===== src/rtl/pipe_drain_pkg.sv =====
// Shared defaults, width helpers and beat type for the pipeline drain FIFO.
package pipe_drain_pkg;

  localparam int DEF_WIDTH = 100;
  localparam int DEF_DEPTH = 4;

  typedef logic [DEF_WIDTH-1:0] beat_t;

  function automatic int ptr_w(input int depth);
    return $clog2(depth);
  endfunction

  function automatic int lvl_w(input int depth);
    return $clog2(depth + 1);
  endfunction

endpackage


===== src/rtl/pipe_drain_mem.sv =====
// DEPTH x WIDTH storage array: synchronous write, asynchronous read, no reset.
module pipe_drain_mem
  import pipe_drain_pkg::*;
#(
  parameter int WIDTH = DEF_WIDTH,
  parameter int DEPTH = DEF_DEPTH,
  parameter int AW    = ptr_w(DEPTH)
) (
  input  logic             clk,
  input  logic             wrEn,
  input  logic [AW-1:0]    wrAddr,
  input  logic [WIDTH-1:0] wrData,
  input  logic [AW-1:0]    rdAddr,
  output logic [WIDTH-1:0] rdData
);

  logic [WIDTH-1:0] mem [DEPTH];

  always_ff @(posedge clk) begin
    if (wrEn) begin
      mem[wrAddr] <= wrData;
    end
  end

  assign rdData = mem[rdAddr];

endmodule


===== src/rtl/pipe_drain_fifo.sv =====
// First-word-fall-through drain buffer between the last pipeline stage and a
// valid/ready consumer. Optional popped-beat counter: PIPE_DRAIN_FIFO_CNT_EN.
module pipe_drain_fifo
  import pipe_drain_pkg::*;
#(
  parameter int WIDTH = DEF_WIDTH,
  parameter int DEPTH = DEF_DEPTH,
  parameter int CNT_W = 32
) (
  input  logic                      clk,
  input  logic                      rst_n,
  input  logic                      inValid,
  input  logic [WIDTH-1:0]          inData,
  output logic                      inAllow,
  output logic                      outValid,
  output logic [WIDTH-1:0]          outData,
  input  logic                      outReady,
  output logic [lvl_w(DEPTH)-1:0]   level
`ifdef PIPE_DRAIN_FIFO_CNT_EN
  ,
  output logic [CNT_W-1:0]          xferCnt
`endif
);

  localparam int PW = ptr_w(DEPTH);
  localparam int LW = lvl_w(DEPTH);
  localparam logic [LW-1:0] FULL_LVL = LW'(DEPTH);

  if (DEPTH < 2 || (DEPTH & (DEPTH - 1)) != 0 || CNT_W < 1) begin : gBadParam
    $error("pipe_drain_fifo: DEPTH must be a power of two >= 2 and CNT_W >= 1");
  end

  logic [PW-1:0] wrPtr;
  logic [PW-1:0] rdPtr;
  logic [LW-1:0] count;
  logic          push;
  logic          pop;

  // Full blocks the producer even when the consumer pops, so inAllow
  // never depends combinationally on outReady.
  assign inAllow  = (count != FULL_LVL);
  assign outValid = (count != '0);
  assign level    = count;
  assign push     = inValid && inAllow;
  assign pop      = outValid && outReady;

  pipe_drain_mem #(
    .WIDTH (WIDTH),
    .DEPTH (DEPTH),
    .AW    (PW)
  ) uMem (
    .clk    (clk),
    .wrEn   (push),
    .wrAddr (wrPtr),
    .wrData (inData),
    .rdAddr (rdPtr),
    .rdData (outData)
  );

  always_ff @(posedge clk or negedge rst_n) begin
    if (!rst_n) begin
      wrPtr <= '0;
      rdPtr <= '0;
      count <= '0;
    end else begin
      if (push) begin
        wrPtr <= wrPtr + 1'b1;
      end
      if (pop) begin
        rdPtr <= rdPtr + 1'b1;
      end
      case ({push, pop})
        2'b10:   count <= count + 1'b1;
        2'b01:   count <= count - 1'b1;
        default: count <= count;
      endcase
    end
  end

`ifdef PIPE_DRAIN_FIFO_CNT_EN
  always_ff @(posedge clk or negedge rst_n) begin
    if (!rst_n) begin
      xferCnt <= '0;
    end else if (pop) begin
      xferCnt <= xferCnt + 1'b1;
    end
  end
`endif

endmodule


===== config.mk =====
export PLATFORM = sky130hd
export DESIGN_NAME = pipe_drain_fifo
export DESIGN_NICKNAME = d
export VERILOG_FILES = /design/src/rtl/pipe_drain_pkg.sv /design/src/rtl/pipe_drain_mem.sv /design/src/rtl/pipe_drain_fifo.sv
export SDC_FILE = /design/constraint.sdc
export NUM_CORES = 1
export LEC_CHECK = 0
export CAP_MARGIN = 0
export CORE_MARGIN = 1
export CORE_UTILIZATION = 58
export DETAILED_ROUTE_END_ITERATION = 6
export PLACE_DENSITY_LB_ADDON = 0.15
export REMOVE_ABC_BUFFERS = 1
export SLEW_MARGIN = 15
export SYNTH_ARGS = -nofsm -noshare
export SYNTH_HDL_FRONTEND = slang
export SYNTH_SLANG_ARGS = --single-unit

===== constraint.sdc =====
create_clock -name clk -period 7.1 [get_ports clk]
set_input_delay 1.42 -clock clk [delete_from_list [all_inputs] [get_ports clk]]
set_output_delay 1.42 -clock clk [all_outputs]
set_load 0.03 [all_outputs]

==> flow_metrics.tcl <==
set metrics [dict create \
    start_util 0.590 \
    yosys_warnings 0 \
    fp.dieH_um 162 \
    status "finished clean" \
    grt_usage 0.213 \
    nets 904 \
    setup_viol 0 \
    core_um2 25100 \
    crit_chain "buf_4 > mux4_2 > clkdlybuf4s50_1" \
    hold_viol_final 0 \
    synth-xor-area-share 0.00355 \
    cts.repair.resized 0 \
    grt_first_pass_wirelength_um 41100 \
    htreeDepth 2 \
    viasPerCell 5.73 \
    std_cell_rows 58 \
    final_antenna_net_count 0 \
    p_clk_frac 0.236 \
    area_growth_syn_to_layout_pct 25.0 \
    final_core_util 0.737 \
    grt_max_degree 64 \
    wirelength_um 27300 \
    p_leak_uw 0.00599 \
    num-fill-cells 1455 \
    crit_slowest_cell "dfrtp_4" \
    drv_slew 0 \
    cts_root_buf "clkbuf_16" \
    yosysSeqAreaShare 0.822 \
    fin_crit_sh 0.688 \
    max_cap_viol_count 0 \
    yosys.area_share.adder 0.00557 \
    via_count 6605 \
    yosys.area_share.simple 0.00439 \
    synth_top_family_by_area "multiplexers" \
    cp_max_fo 46 \
    wl_per_cell_um 23.7 \
    gp_congestion 0.715 \
    p_switching_uw 2740 \
    clk_pin_slew_ns 0.06 \
    multi_input_area_um2 2500 \
    pwr-share-comb 0.355 \
    cts_buffers 40 \
    fin_tns_setup_ns 0 \
    maxSlewHeadroom 0.356 \
    antenna_found_initial 0 \
    vdd_drop_max_mv 0.299 \
    diodes 0 \
    drt_iter0_markers 405 \
    period_needed_ns 4.89 \
    max_stage_delay_ns 1.04 \
    ios 209 \
    numPortBuffers 208 \
    endpoint_kind "output pin" \
    drt-pass1-iter-count 6 \
    ys_types 21 \
    syn_avg_cell_area_um2 26.5 \
    die_w_um 162 \
    clk_latency_ns 0.50 \
    hpwl_um 15700 \
    arrival_ns 3.47 \
    worst_setup_path_start_kind "flop" \
    criticalPathCategory "flop to output pin" \
    drive_gt1_frac 0.214 \
    p_per_area_nw_per_um2 456 \
    p_sw_frac 0.324 \
    max_freq_mhz 205 \
    synthMuxAreaShare 0.154 \
    drc 0 \
    seqPwrFrac 0.409 \
    skew_ns 0.00689 \
    synth_area_um2 14800 \
    rsz0062_at_grt "no" \
    first_global_vias 7203 \
    post_cts_buffers 0 \
    clock_path_buffers 3 \
    hold_path_class "flop to flop" \
    seqCellArea_um2 12200 \
    synth_area_leaders "edfxtp_1 (81%), mux4_2 (15%), dfrtp_1 (1.2%)" \
    cts-hold-fix-buffers 0 \
    yosys_register_bits 407 \
    cts_tree "built" \
    synth_top_area_cell "edfxtp_1" \
    p_int_uw 5710 \
    dieArea_um2 26200 \
    syn_inst 559 \
    worst_ep_required_time_ns 5.68 \
    cts_sinks 407 \
    reg2reg_depth 3 \
    hold_depth 1 \
    synth_compound_area_frac 0.000676 \
    worst_slew_pin_slew_ns 0.966 \
    yosys.area.top_type_share 0.811 \
    gr-total-overflow 0 \
]
-- cells in the mapped netlist (all sizes together) --
cell type / instances
and2: 1
and3: 4
buf: 20
clkbuf: 2
dfrtp: 7
edfxtp: 400
fa: 1
ha: 5
inv: 6
mux2: 1
mux2i: 1
mux4: 100
nand2: 1
nor2: 1
o31a: 1
or3: 1
or3b: 1
xnor2: 3
xor2: 3
-- per-layer routing --
layer | wire length [um] | global-route usage
met5 | 0 | 0
met4 | 520 | 0.0600
met3 | 1700 | 0.0465
met2 | 13900 | 0.358
met1 | 11100 | 0.286
-- cells by family (layout without fill, tap and decap cells) --
| group | count (synthesis) | in the layout |
|---|---|---|
| AO/OA/AOI/OAI | 1 | 1 |
| AND/OR/NAND/NOR | 9 | 9 |
| XOR/XNOR | 6 | 6 |
| multiplexers | 102 | 102 |
| flip-flops | 407 | 407 |
| adder cells (fa/ha/maj) | 6 | 6 |
| buffers and inverters | 28 | 292 |
-- critical path, delay by kind of cell, from the launching register on --
kind / cells / cell delay (ns)
buffers and inverters: 2 / 1.26
flip-flops: 1 / 1.04
multiplexers: 1 / 0.61
-- power groups by stage --
stage	Sequential [uW]	Combinational (uW)	Clock, uW
6_report	3450	3000	1990
5_1_grt	3500	3140	2120
4_1_cts	3470	3050	2030
3_5_place_dp	3510	3030	0
3_3_place_gp	3460	3010	0
2_1_floorplan	3530	1860	0
-- final cells by class --
class | instances | share of cell area
inverters | 6 | 0.00122
repair buffers | 215 | 0.115
clock buffers | 52 | 0.0598
multi-input cells | 124 | 0.135
flip-flops and latches | 407 | 0.659
well taps | 330 | 0.0223
clock inverters | 19 | 0.00777
-- per-stage QoR --
step | setup slack (ns) | std cells | hold WS (ns) | instance area, um2 | power, uW
after floorplan | 0.988 | 537 | 0.535 | 14700 | 5380
after global placement | 2.64 | 1082 | 0.509 | 17300 | 6470
after detailed placement | 2.62 | 1082 | 0.550 | 17300 | 6540
after CTS | 2.08 | 1153 | 0.564 | 18500 | 8540
after global routing | 1.94 | 1153 | 0.591 | 18500 | 8760
final | 2.21 | 1153 | 0.561 | 18500 | 8450
-- final timing paths --
check | startpoint | end | slack [ns]
max in group asynchronous | rst_n | rdPtr[0] | 5.65
min reg2reg | level[2] | level[2] | 0.56
max reg2reg | level[2] | uMem.mem[0][26] | 4.47
min in group asynchronous | rst_n | level[2] | 1.18
max | rdPtr[0] | outData[52] | 2.21
min | level[2] | level[2] | 0.56
-- state kept, by name (all words and copies together), names as in the netlist --
| register | cells |
|---|---|
| uMem.mem | 400 |
| level | 3 |
| wrPtr | 2 |
| rdPtr | 2 |
-- cell usage in the layout (no fill, tap or decap) --
cell,count
nand2_1,1
ha_1,5
clkinv_1,6
bufinv_16,2
clkinvlp_4,1
or3_2,1
clkinv_2,9
and3_4,4
mux2i_1,1
clkbuf_1,7
clkdlybuf4s50_1,208
mux4_2,100
inv_1,6
or3b_4,1
xor2_1,3
dfrtp_1,5
fa_1,1
edfxtp_1,400
dfrtp_4,2
clkbuf_16,41
inv_6,1
clkbuf_8,4
mux2_4,1
and2_4,1
nor2_1,1
buf_4,7
xnor2_1,3
o31a_2,1
Power figures use the tool's default switching activity.
